### src/rtl/vc_arb_pkg.sv
// Shared constants for the VC pop arbiter: FSM state encoding, threshold width, route-bit helper.
// Latency: n/a (types and constants only).
// Backpressure: n/a.
package vc_arb_pkg;

  // Width of the almost-full / almost-empty threshold fields driven to every FIFO
  localparam int THR_W = 2;

  // FSM encoding is visible on state_o, so the values are fixed
  typedef enum logic [1:0] {
    ST_RESET  = 2'd0,
    ST_INIT   = 2'd1,
    ST_IDLE   = 2'd2,
    ST_ACTIVE = 2'd3
  } state_t;

  // The destination is chosen by the top bit of the popped word
  function automatic int dst_bit(input int data_size);
    return data_size - 1;
  endfunction

endpackage

### src/rtl/vc_pop_arbiter_rr_grant.sv
// Cyclic priority picker: first requester at or after i_ptr, wrapping modulo NUM_REQ.
// Latency: purely combinational.
// Backpressure: none; callers gate the grant themselves.
module rr_grant #(
  parameter int NUM_REQ = 4,
  parameter int IDX_W   = $clog2(NUM_REQ)
) (
  input  logic [NUM_REQ-1:0] i_req,
  input  logic [IDX_W-1:0]   i_ptr,
  output logic [NUM_REQ-1:0] o_gnt,
  output logic [IDX_W-1:0]   o_gnt_idx,
  output logic               o_any_req
);

  // Walk the offsets from the pointer; NUM_REQ is a power of two so the index wraps naturally
  always_comb begin
    logic             found;
    logic [IDX_W-1:0] idx;
    found     = 1'b0;
    idx       = '0;
    o_gnt     = '0;
    o_gnt_idx = '0;
    for (int off = 0; off < NUM_REQ; off++) begin
      idx = i_ptr + IDX_W'(off);
      if (!found && i_req[idx]) begin
        found     = 1'b1;
        o_gnt_idx = idx;
      end
    end
    o_gnt[o_gnt_idx] = found;
  end

  // Any requester at all
  always_comb begin
    o_any_req = |i_req;
  end

endmodule

### src/rtl/vc_pop_arbiter.sv
// Round-robin drain of NUM_REQ VC source FIFOs into d0/d1 (route by word MSB); owns FIFO thresholds.
// Latency: pop -> push exactly 1 cycle (source FIFO data is registered); 1 word/cycle throughput.
// Backpressure: pause_d0/pause_d1 block new pops the same cycle; an in-flight push still lands. Optional: VC_ARB_STATS_EN adds cnt_d0/cnt_d1.
module vc_pop_arbiter
  import vc_arb_pkg::*;
#(
  parameter int               DATA_SIZE  = 6,
  parameter int               NUM_REQ    = 4,
  parameter logic [THR_W-1:0] AF_DEFAULT = 2'd3,
  parameter logic [THR_W-1:0] AE_DEFAULT = 2'd1
) (
  input  logic                         clk,
  input  logic                         reset_L,
  input  logic                         init,
  input  logic [THR_W-1:0]             umbral_af_in,
  input  logic [THR_W-1:0]             umbral_ae_in,
  input  logic [NUM_REQ-1:0]           empty_vc,
  input  logic [NUM_REQ*DATA_SIZE-1:0] data_vc,
  input  logic                         pause_d0,
  input  logic                         pause_d1,
  output logic [NUM_REQ-1:0]           pop_vc,
  output logic                         push_d0,
  output logic                         push_d1,
  output logic [DATA_SIZE-1:0]         data_out,
  output logic [THR_W-1:0]             afD_o,
  output logic [THR_W-1:0]             aeD_o,
  output logic                         idle_out,
  output logic [1:0]                   state_o
`ifdef VC_ARB_STATS_EN
  ,
  output logic [7:0]                   cnt_d0,
  output logic [7:0]                   cnt_d1
`endif
);

  localparam int IDX_W   = $clog2(NUM_REQ);
  localparam int DST_BIT = dst_bit(DATA_SIZE);

  state_t               r_state;
  state_t               w_next_state;
  logic [IDX_W-1:0]     r_rr_ptr;
  logic [IDX_W-1:0]     r_src_q;
  logic                 r_valid_q;
  logic [THR_W-1:0]     r_af;
  logic [THR_W-1:0]     r_ae;
  logic [NUM_REQ-1:0]   w_req;
  logic [NUM_REQ-1:0]   w_gnt;
  logic [IDX_W-1:0]     w_gnt_idx;
  logic                 w_any_req;
  logic                 w_pop;
  logic [DATA_SIZE-1:0] w_src_dat;

  assign w_req = ~empty_vc;

  rr_grant #(
    .NUM_REQ (NUM_REQ),
    .IDX_W   (IDX_W)
  ) u_rr_grant (
    .i_req     (w_req),
    .i_ptr     (r_rr_ptr),
    .o_gnt     (w_gnt),
    .o_gnt_idx (w_gnt_idx),
    .o_any_req (w_any_req)
  );

  // Pop only in ACTIVE, with both destinations open, no config request, and something to take
  always_comb begin
    w_pop = (r_state == ST_ACTIVE) && !init && !pause_d0 && !pause_d1 && w_any_req;
  end

  // FSM state register
  always_ff @(posedge clk or negedge reset_L) begin
    if (!reset_L) begin
      r_state <= ST_RESET;
    end else begin
      r_state <= w_next_state;
    end
  end

  // FSM next state; leaving ACTIVE is decided after the pop decision for this cycle
  always_comb begin
    w_next_state = r_state;
    case (r_state)
      ST_RESET: w_next_state = ST_INIT;
      ST_INIT: begin
        if (!init) w_next_state = ST_IDLE;
      end
      ST_IDLE: begin
        if (init)           w_next_state = ST_INIT;
        else if (w_any_req) w_next_state = ST_ACTIVE;
      end
      ST_ACTIVE: begin
        if (init)                       w_next_state = ST_INIT;
        else if (!w_any_req && !w_pop)  w_next_state = ST_IDLE;
      end
      default: w_next_state = ST_RESET;
    endcase
  end

  // Pop bookkeeping: remember which source was popped so its registered data can be pushed next cycle
  always_ff @(posedge clk or negedge reset_L) begin
    if (!reset_L) begin
      r_rr_ptr  <= '0;
      r_src_q   <= '0;
      r_valid_q <= 1'b0;
    end else begin
      r_valid_q <= w_pop;
      if (w_pop) begin
        r_rr_ptr <= w_gnt_idx + IDX_W'(1);
        r_src_q  <= w_gnt_idx;
      end
    end
  end

  // Threshold configuration is sampled on every INIT-state edge while init is held
  always_ff @(posedge clk or negedge reset_L) begin
    if (!reset_L) begin
      r_af <= AF_DEFAULT;
      r_ae <= AE_DEFAULT;
    end else if (r_state == ST_INIT && init) begin
      r_af <= umbral_af_in;
      r_ae <= umbral_ae_in;
    end
  end

  // Select the data slice of the source popped last cycle
  always_comb begin
    w_src_dat = '0;
    for (int k = 0; k < NUM_REQ; k++) begin
      if (r_src_q == IDX_W'(k)) w_src_dat = data_vc[k*DATA_SIZE +: DATA_SIZE];
    end
  end

  // FSM / datapath outputs; the push stage runs in any state so a pending word always lands
  always_comb begin
    pop_vc   = w_pop ? w_gnt : '0;
    data_out = r_valid_q ? w_src_dat : '0;
    push_d0  = r_valid_q && !data_out[DST_BIT];
    push_d1  = r_valid_q &&  data_out[DST_BIT];
    idle_out = (r_state == ST_IDLE) && !r_valid_q;
    afD_o    = r_af;
    aeD_o    = r_ae;
    state_o  = r_state;
  end

`ifdef VC_ARB_STATS_EN
  logic [7:0] r_cnt_d0;
  logic [7:0] r_cnt_d1;
  logic       w_init_entry;

  assign w_init_entry = (w_next_state == ST_INIT) && (r_state != ST_INIT);

  // Per-destination push counters, wrapping at 8 bits, cleared whenever INIT is entered
  always_ff @(posedge clk or negedge reset_L) begin
    if (!reset_L) begin
      r_cnt_d0 <= '0;
      r_cnt_d1 <= '0;
    end else if (w_init_entry) begin
      r_cnt_d0 <= '0;
      r_cnt_d1 <= '0;
    end else begin
      if (push_d0) r_cnt_d0 <= r_cnt_d0 + 8'd1;
      if (push_d1) r_cnt_d1 <= r_cnt_d1 + 8'd1;
    end
  end

  assign cnt_d0 = r_cnt_d0;
  assign cnt_d1 = r_cnt_d1;
`endif

endmodule

### config.mk
export PLATFORM = sky130hd
export DESIGN_NAME = vc_pop_arbiter
export DESIGN_NICKNAME = d
export VERILOG_FILES = /design/src/rtl/vc_arb_pkg.sv /design/src/rtl/vc_pop_arbiter_rr_grant.sv /design/src/rtl/vc_pop_arbiter.sv
export SDC_FILE = /design/constraint.sdc
export NUM_CORES = 1
export LEC_CHECK = 0
export CAP_MARGIN = 20
export CORE_AREA = 4 4 53 55
export DETAILED_ROUTE_END_ITERATION = 10
export DIE_AREA = 0 0 57 59
export GPL_ROUTABILITY_DRIVEN = 0
export PLACE_DENSITY = 0.78
export SLEW_MARGIN = 20
export SYNTH_ARGS = -nofsm -noshare
export SYNTH_HDL_FRONTEND = slang
export SYNTH_SLANG_ARGS = --single-unit
export TNS_END_PERCENT = 5
### constraint.sdc
create_clock -name clk -period 2.3 [get_ports clk]
set_input_delay 0.46 -clock clk [delete_from_list [all_inputs] [get_ports clk]]
set_output_delay 0.46 -clock clk [all_outputs]
set_load 0.01 [all_outputs]
# Word-level counts from Yosys, hierarchy flattened

Index checks and enable logic that the tools add are counted.

Register bits after elaboration: 11
Input bits: 37

Add/subtract/negate cells: 4
Order comparisons: 6
Equal/unequal tests: 9
Multiplexer cells: 30
Bitwise logic cells: 2
Reduce and logical (&&, ||, !) cells: 27

Operators with widths:

| operator            | number |
|---|---|
| $mux 6              | 5 |
| $mux 2              | 9 |
| $lt 2x3->1 const B  | 5 |
| $logic_and 1x1->1   | 13 |
| $logic_not 1->1     | 10 |
| $mux 1              | 9 |
| $bmux 1 s2          | 4 |
| $eq 2x2->1 const B  | 4 |
| $pmux 2 s4          | 1 |
| $add 2x1->2 const B | 2 |
| $add 2x2->2 const B | 2 |
| $and 4x4->4         | 1 |
| $eq 2x1->1 const B  | 2 |
| $logic_not 2->1     | 2 |
| $mux 4              | 1 |
| $not 4->4           | 1 |
| $reduce_or 4->1     | 1 |
| $ne 3x2->1 const B  | 1 |
| $ne 3x3->1 const B  | 1 |
| $reduce_and 3->1    | 1 |
| $demux 1 s2         | 1 |
| $ge 2x1->1 const B  | 1 |
| $ne 2x2->1 const B  | 1 |

# Longest topological paths before layout

Gate-level depths: netlist (run 1).

Depth in word-level cells: 19
Depth in mapped cells: 5
Depth with buffers taken out: 5

# Hierarchy

From an unflattened synthesis (run 1), not the netlist that was laid out.

Cell total of the unflattened synthesis: 85
Area, all modules: 860.8 µm²

Modules (own cells, without submodules):

| module         | instances | cells each | area each (µm²) | seq. area each (µm²) |
|---|---|---|---|---|
| vc_pop_arbiter | 1         | 53         | 678.2           | 279.0 |
| rr_grant       | 1         | 32         | 182.7           | 0.0 |

# Least setup slack after synthesis (run 1)

No wires, ideal clock.

Path kind: reg-to-output
Start: register r_src_q[0]
End: output data_out[5]
Arrival time: 1.378 ns
Data required time: 1.840 ns
Path slack: 0.462 ns
Cell stages (with the launch flop): 5
Buffers on the path: 2
Cell sequence: dfrtp_1 -> buf_2 -> mux4_2 -> and2_1 -> buf_4

Word-level cells in the longest chain between the ends: 6
Elaborated cells on any way between the ends: 9

RTL lines:

| item                   | RTL line              | RTL |
|---|---|---|
| start, declared        | vc_pop_arbiter.sv:42  | `logic [IDX_W-1:0] r_src_q;` |
| start signal, assigned | vc_pop_arbiter.sv:110 | `r_src_q <= w_gnt_idx;` |
| $logic_not 2->1        | vc_pop_arbiter.sv:130 | `if (r_src_q == IDX_W'(k)) w_src_dat = data_vc[k*DATA_SIZE +: DATA_SIZE];` |
| $mux 6 (3 in series)   | vc_pop_arbiter.sv:130 |  |
| $mux 6 (*)             | vc_pop_arbiter.sv:130 |  |
| $mux 6 (*)             | vc_pop_arbiter.sv:137 | `data_out = r_valid_q ? w_src_dat : '0;` |
| end, declared          | vc_pop_arbiter.sv:24  | `output logic [DATA_SIZE-1:0] data_out,` |

Every way passes the cells marked *; elsewhere a longest branch is shown, timed or not.

# Final worst setup path (run 1)

Start: input data_vc[17]
End: output data_out[5]

Word-level cells in the longest chain between the ends: 3

RTL lines:

| item                 | RTL line              | RTL |
|---|---|---|
| start, declared      | vc_pop_arbiter.sv:18  | `input logic [NUM_REQ*DATA_SIZE-1:0] data_vc,` |
| $mux 6 (2 in series) | vc_pop_arbiter.sv:130 |  |
| $mux 6               | vc_pop_arbiter.sv:137 |  |

Every way passes these cells.

==> results of run 1 <==
power groups by stage:
stage,Combinational (mW),Clock [mW],Sequential (mW)
after floorplan,0.228,0,0.284
after detailed placement,0.395,0,0.303
final,0.407,0.129,0.301
after global routing,0.439,0.142,0.311
after CTS,0.401,0.135,0.302
after global placement,0.388,0,0.299
cell families after synthesis:
| kind of cell | Yosys count | synth area share, % |
|---|---|---|
| and+or+nand+nor | 29 | 25.6 |
| DFF | 11 | 37.8 |
| muxes | 10 | 24.4 |
| AOI/OAI and AO/OA | 9 | 7.80 |
| buffers and inverters | 5 | 3.22 |
| xor gates and xnor gates | 1 | 1.19 |
critical path, cell delays in order:
cell	delay, ps
clkdlybuf4s50_1	400
mux4_2	470
and2_1	180
dlygate4sd2_1	280
worst paths after layout:
kind	depth (start not counted)	endpoint	startpoint	slack, ps
max	4	data_out[5]	data_vc[17]	50
min	1	aeD_o[1]	aeD_o[1]	510
max reg2reg	7	r_rr_ptr[0]	r_rr_ptr[1]	680
min reg2reg	1	aeD_o[1]	aeD_o[1]	510
max in group asynchronous	1	aeD_o[0]	reset_L	1430
min in group asynchronous	1	r_valid_q	reset_L	520
cell type report:
class / count / share of cell area (%)
Timing Repair Buffer: 69 / 43.8
Sequential cell: 11 / 19.4
Tap cell: 30 / 2.60
Multi-Input combinational cell: 49 / 31.9
Inverter: 2 / 0.521
Clock buffer: 4 / 1.82
registers in the layout, summed over array words and instances, names as in the netlist:
signal	flops
r_valid_q	1
afD_o	2
aeD_o	2
r_src_q	2
state_o	2
r_rr_ptr	2
per-layer routing:
| metal | vias up | routed length (um) |
|---|---|---|
| met1 | 372 | 933 |
| met5 | - | 0 |
| li1 | 376 | - |
| met4 | 0 | 12 |
| met3 | 2 | 273 |
| met2 | 46 | 1100 |
synthesized netlist by cell type, drive strengths merged:
master  n  area share [%]
o22a    1             1.4
dfrtp   8              27
nor2b   2             1.7
xnor2   1             1.2
nand2   4             2.0
nand3b  1             1.0
clkbuf  1            0.51
dfstp   3              11
nand4   1            0.85
nor4    1             2.9
a21oi   2             1.4
inv     2             1.0
nor3b   3             3.1
o21a    3             3.1
mux4    6              18
nor3    2             2.9
or2b    1             1.0
and3    1            0.85
buf     2             1.7
mux2    4             6.1
nor2    5             2.5
nand2b  2             1.7
and2    6             5.1
o21ai   3             2.0
what timing repair did:
action                                  in CTS  in global routing
resized for setup                           29                  5
endpoints found under the hold margin        0                  0
hold buffers                                 0                  0
endpoints found under the setup margin      12                  4
setup buffers                                1                  2
pin swaps                                    2                  5
==> results.json, run 1 <==
{
  "intPower_mw": 0.581,
  "final_common_cell": "clkdlybuf4s50_1",
  "drtIter0Drc": 14,
  "htree_levels": 1,
  "pwr-share-seq_pct": 36.0,
  "nets": 173,
  "rows": 18,
  "grt_use_met3_pct": 5.66,
  "grt_max_degree": 12,
  "ff_latch_area_um2": 279,
  "use_met1_pct": 16.7,
  "first_pass_iters": 3,
  "comb_power_share_pct": 48.6,
  "avgViaCountPerCell": 4.82,
  "wirelength_um": 2320,
  "relSlewSlack_pct": 68.0,
  "dp_cells": 158,
  "synth_nets": 102,
  "gr-usage-all-layers_pct": 14.3,
  "ys_seq_area_share_pct": 37.8,
  "hold_violations": 0,
  "dpl.hpwl_um": 1920,
  "busiest_layer": "met2",
  "path_max_fanout": 2,
  "period_share_pct": 97.8,
  "fmax_mhz": 445,
  "power_per_cell_area_nw_per_um2": 580,
  "cts_tree": "done",
  "whs_ps": 513,
  "ys_types": 26,
  "status": "finished, final reports clean",
  "initial_core_util_pct": 30.9,
  "wl_per_cell_um": 14.1,
  "core_region_area_um2": 2390,
  "final_area_um2": 1440,
  "worstPathArrival_ps": 1790,
  "cts_buffer_depth": 2,
  "swShare_pct": 30.5,
  "clk_pin_slew_ps": 60,
  "yosys_register_bits": 11,
  "post-route-util_pct": 60.4,
  "syn_inst": 65,
  "io_buffers": 55,
  "ys_warn_count": 0,
  "clkPwrFrac_pct": 15.4,
  "drive_above_1_share_pct": 31.9,
  "grt_first_pass_wirelength_um": 3760,
  "die_x_um": 57,
  "clock_latency_ps": 260,
  "mostFrequentLayoutCells": "39 x clkdlybuf4s50_1, 14 x buf_4, 9 x dlygate4sd2_1",
  "tightest_slew_ps": 478,
  "hold_class": "flip-flop to flip-flop",
  "via_count": 796,
  "fill_cells": 204,
  "rsz0062_at_grt": "false",
  "instances_no_fill": 165,
  "totalPowerFinal_mw": 0.837,
  "area_growth_pct": 95.3,
  "peakVddDrop_v": 0.000434,
  "antenna_cells": 0,
  "antenna_left": 0,
  "cts_sinks": 11,
  "netlist_area_um2": 738,
  "fin_crit_ps": 2250,
  "critPathKind": "input port to primary output",
  "setup_violations": 0,
  "skew_ps": 4.24,
  "pin_count": 56,
  "use_met2_pct": 25.1,
  "start_kind": "input port",
  "grt_pass1_vias": 821,
  "avgSynthCellArea_um2": 11.4,
  "cts-root-buf": "clkbuf_4",
  "place_ws_ps": -475,
  "switchingPower_mw": 0.255,
  "numCtsBuffers": 3,
  "required_ps": 1840,
  "chipHeight_um": 59,
  "maxCapViolations": 0,
  "overflow": 0,
  "route.detailed.drc": 0,
  "dieArea_um2": 3360,
  "maxSlewViolCount": 0,
  "antenna_found_initial": 0,
  "place_area_um2": 1390,
  "layout_setup_ws_ps": 50.5,
  "p_leak_nw": 0.645,
  "multi_input_area_um2": 459,
  "fin_tns_setup_ps": 0,
  "cp-end-kind": "primary output"
}
No activity file was read; power rests on OpenSTA's default activity.
==> run 2, diff against run 1 <==
--- a/config.mk
+++ b/config.mk
@@ -10,7 +10,7 @@
 export DETAILED_ROUTE_END_ITERATION = 10
 export DIE_AREA = 0 0 57 59
 export GPL_ROUTABILITY_DRIVEN = 0
-export PLACE_DENSITY = 0.78
+export PLACE_DENSITY = 0.76
 export SLEW_MARGIN = 20
 export SYNTH_ARGS = -nofsm -noshare
 export SYNTH_HDL_FRONTEND = slang
==> run 2 against run 1 <==
Compared with the run above: sequential power barely moved; setup slack got worse by 17 ps; non-clock buffer count decreased by 1; clock-buffer cell count fell by 1; fmax decreased by 0.76%; combinational power rose by 8.4%; sequential cell count is the same; die area did not move; critical endpoint is now push_d1.
==> results.json, run 2 (synthesis gave the netlist of run 1 again) <==
{
  "core_region_area_um2": 2390,
  "startpoint": "data_vc[23]",
  "place_area_um2": 1380,
  "whs_ps": 516,
  "numCtsBuffers": 3,
  "p_leak_nw": 0.648,
  "dieArea_um2": 3360,
  "clk_pin_slew_ps": 70,
  "layout_setup_ws_ps": 33.2,
  "wirelength_um": 2520,
  "maxSlewViolCount": 0,
  "chipHeight_um": 59,
  "setup_violations": 0,
  "fin_tns_setup_ps": 0,
  "antenna_cells": 0,
  "area_growth_pct": 96.8,
  "grt_first_pass_wirelength_um": 3890,
  "critPathKind": "input port to primary output",
  "io_buffers": 55,
  "final_common_cell": "clkdlybuf4s50_1",
  "switchingPower_mw": 0.274,
  "fmax_mhz": 441,
  "ctsHoldBuffers": 0,
  "htree_levels": 1,
  "worstPathArrival_ps": 1810,
  "dp_cells": 155,
  "pwr-share-seq_pct": 34.2,
  "wl_per_cell_um": 15.3,
  "start_kind": "input port",
  "clock_latency_ps": 270,
  "mostFrequentLayoutCells": "37 x clkdlybuf4s50_1, 11 x buf_4, 10 x dlygate4sd2_1",
  "totalPowerFinal_mw": 0.877,
  "gr-usage-all-layers_pct": 15.0,
  "fin_crit_ps": 2270,
  "initial_core_util_pct": 30.9,
  "overflow": 0,
  "hold_violations": 0,
  "tightest_slew_ps": 496,
  "drive_above_1_share_pct": 32.1,
  "first_pass_iters": 4,
  "place_ws_ps": -428,
  "grt_pass1_vias": 843,
  "power_per_cell_area_nw_per_um2": 604,
  "nets": 172,
  "rows": 18,
  "antenna_left": 0,
  "final_area_um2": 1450,
  "hold_class": "input port to async pin",
  "drtIter0Drc": 20,
  "die_x_um": 57,
  "cts_buffer_depth": 2,
  "route.detailed.drc": 0,
  "maxCapViolations": 0,
  "cp-end-kind": "primary output",
  "avgViaCountPerCell": 4.93,
  "required_ps": 1840,
  "instances_no_fill": 164,
  "comb_power_share_pct": 50.3,
  "r2r_start": "r_rr_ptr[1]",
  "grt_max_degree": 12,
  "peakVddDrop_v": 0.000540,
  "dpl.hpwl_um": 1990,
  "path_max_fanout": 2,
  "via_count": 809,
  "swShare_pct": 31.2,
  "cts-root-buf": "clkbuf_4",
  "pin_count": 56,
  "cts_sinks": 11,
  "relSlewSlack_pct": 66.8,
  "intPower_mw": 0.603,
  "status": "finished, final reports clean",
  "clkPwrFrac_pct": 15.4,
  "skew_ps": 1.09,
  "cts_tree": "done",
  "period_share_pct": 98.6,
  "antenna_found_initial": 0,
  "post-route-util_pct": 60.8
}
[run 2: cell count changes in the layout (fill, tap and decap cells not counted), moves of 2 or more]
cell and delta:
buf_4 -3, clkdlybuf4s50_1 -2, clkdlybuf4s15_1 +2, buf_2 -2
[run 2: final cells by class]
type,count,area (um2)
fillers,208,935
repair buffers,68,644
multi-input cells,49,455
flip-flops and latches,11,280
well taps,30,37.5
clock buffers,3,22.5
inverters,2,7.51
clock inverters,1,5.00
[run 2: worst paths after layout]
path | end | slack (ps) | cells after the start
min in group clk | aeD_o[1] | 520 | 1
max in group asynchronous | r_rr_ptr[1] | 1420 | 1
worst max register to register | r_rr_ptr[1] | 740 | 7
worst min register to register | aeD_o[1] | 520 | 1
worst max-delay path | push_d1 | 30 | 4
worst min-delay path | state_o[0] | 520 | 1
[run 2: power by group through the flow]
stage	Clock, mW	Sequential (mW)	Combinational [mW]
6_report	0.135	0.300	0.441
5_1_grt	0.147	0.309	0.479
4_1_cts	0.139	0.298	0.422
3_5_place_dp	0	0.302	0.405
3_3_place_gp	0	0.300	0.396
2_1_floorplan	0	0.284	0.228
[run 2: critical path, cell delays in order]
cell	delay, ps
clkdlybuf4s50_1	400
mux4_2	490
and2_4	180
dlygate4sd2_1	270
[run 2: routing by layer]
metal  vias up  wire length, um  global-route usage, %
li1        373                -                      -
met1       385             1040                   17.0
met2        47             1190                   26.8
met3         4              258                   6.10
met4         0               31                   2.98
met5         -                0                      0
[run 2: repair_timing]
item,CTS,global route
buffers inserted,4,1
setup endpoints to repair,12,5
pin swaps,4,3
gates resized for setup,25,11
==> run 3, diff against run 2 <==
==> constraint.sdc (replaced) <==
create_clock -name clk -period 2.1 [get_ports clk]
set_input_delay 0.42 -clock clk [delete_from_list [all_inputs] [get_ports clk]]
set_output_delay 0.42 -clock clk [all_outputs]
set_load 0.01 [all_outputs]
==> run 3 against run 2 <==
Compared with the run above: sequential cell count stayed put; wire length is 2.1% higher; via count is 1.4% higher; total power is 11% higher; clock power is 6% higher; hold slack worse by 20 ps; critical path depth is 5 higher; register-to-register slack worse by 250 ps; die area stayed put; clock skew hardly changed; final cell count is 1.8% higher; core utilization is 0.21 points lower; critical endpoint is now pop_vc[1]; largest cell class unchanged; highest routed layer unchanged.
==> results.json, run 3 (synthesis gave the netlist of run 1 again) <==
{
  "clock_latency_ps": 260,
  "required_ps": 1680,
  "wl_per_cell_um": 15.4,
  "ctsHoldBuffers": 0,
  "fin_crit_ps": 2070,
  "power_per_cell_area_nw_per_um2": 673,
  "die_x_um": 57,
  "place_area_um2": 1390,
  "wirelength_um": 2570,
  "fmax_mhz": 484,
  "htree_levels": 1,
  "final_common_cell": "clkdlybuf4s50_1",
  "ff2ff_path_depth": 8,
  "nets": 175,
  "r2r_start": "r_rr_ptr[1]",
  "period_share_pct": 98.3,
  "critPathKind": "input port to primary output",
  "numCtsBuffers": 3,
  "rows": 18,
  "hold_class": "input port to async pin",
  "antenna_left": 0,
  "cts_sinks": 11,
  "grt_pass1_vias": 863,
  "first_pass_iters": 4,
  "gr-usage-all-layers_pct": 14.8,
  "clk_pin_slew_ps": 70,
  "avgViaCountPerCell": 4.91,
  "initial_core_util_pct": 30.9,
  "cts_buffer_depth": 2,
  "antenna_cells": 0,
  "final_area_um2": 1450,
  "maxCapViolations": 0,
  "whs_ps": 496,
  "p_leak_nw": 0.655,
  "relSlewSlack_pct": 65.8,
  "antenna_found_initial": 0,
  "dpl.hpwl_um": 2000,
  "mostFrequentLayoutCells": "35 x clkdlybuf4s50_1, 13 x buf_4, 9 x buf_2",
  "drtIter0Drc": 13,
  "chipHeight_um": 59,
  "cts-root-buf": "clkbuf_4",
  "drive_above_1_share_pct": 40.1,
  "peakVddDrop_v": 0.000412,
  "grt_first_pass_wirelength_um": 3860,
  "via_count": 820,
  "hold_violations": 0,
  "worstPathArrival_ps": 1650,
  "pin_count": 56,
  "post-route-util_pct": 60.6,
  "grt_max_degree": 12,
  "tightest_slew_ps": 511,
  "io_buffers": 55,
  "area_growth_pct": 96.1,
  "setup_violations": 0,
  "rsz0062_at_grt": "true",
  "r2r-end": "r_rr_ptr[1]",
  "status": "finished, final reports clean",
  "start_kind": "input port",
  "cts_tree": "done",
  "multi_input_area_um2": 464,
  "ff_latch_area_um2": 280,
  "max_stage_delay_ps": 260,
  "path_cells": "dlygate4sd2_1, nand4_1, nand2_2, nor4_4, buf_4, buf_6, nand2_4, nor2_1, buf_2",
  "path_max_fanout": 3,
  "dieArea_um2": 3360,
  "maxSlewViolCount": 0,
  "r2r_slack_ps": 490,
  "fill_cells": 201,
  "overflow": 0,
  "totalPowerFinal_mw": 0.974,
  "slowest_stage": "dlygate4sd2_1",
  "core_region_area_um2": 2390,
  "skew_ps": 1.32,
  "cp-end-kind": "primary output",
  "route.detailed.drc": 0
}
run 3: layer usage:
layer	track usage [%]	routed length, um	vias to the layer above	part of all wire, %
met5	0	0	-	0
met3	3.92	215	4	8.4
met4	5.30	48	0	1.9
met1	17.1	1110	387	43
met2	26.3	1190	47	46
li1	-	-	382	-
run 3: area by class of cell:
| cell class | count | share of cell area [%] |
|---|---|---|
| clock buffers | 4 | 1.82 |
| inverters | 2 | 0.519 |
| multi-input cells | 49 | 32.1 |
| flip-flops and latches | 11 | 19.4 |
| well taps | 30 | 2.59 |
| repair buffers | 71 | 43.6 |
run 3: how the worst max path moves through the flow:
stage	cells after the start	from	slack, ps	to
finish	9	empty_vc[3]	30	pop_vc[1]
detailed placement	7	empty_vc[1]	-550	pop_vc[1]
CTS	4	r_src_q[0]	-2	data_out[0]
global route	9	empty_vc[3]	-30	pop_vc[1]
floorplan	4	r_src_q[0]	300	data_out[5]
global placement	6	empty_vc[1]	-510	pop_vc[0]
run 3: power by group:
group | total (mW) | internal, mW | leakage, nW | switching, mW
combinational | 0.501 | 0.332 | 0.515 | 0.170
clock | 0.143 | 0.0733 | 0.0150 | 0.0701
sequential | 0.330 | 0.271 | 0.125 | 0.0582
run 3: critical path: cells and delay by family:
kind,cells,cell delay (ps)
buf+inv,4,670
simple gates,5,560
run 3: stage by stage:
step / setup slack (ps) / TNS [ps] / instances
after floorplan: 302 / 0 / 65
after global placement: -507 / -3840 / 156
after detailed placement: -546 / -4100 / 156
after CTS: -1.79 / -1.79 / 166
after global routing: -28.5 / -42.3 / 167
final: 34.9 / 0 / 167
run 3: timing repair:
action                                  in CTS  in global routing
resized for setup                           56                 11
pin swaps                                    5                  4
endpoints found under the setup margin      12                 10
buffers inserted                             6                  1
cloned                                       0                  0
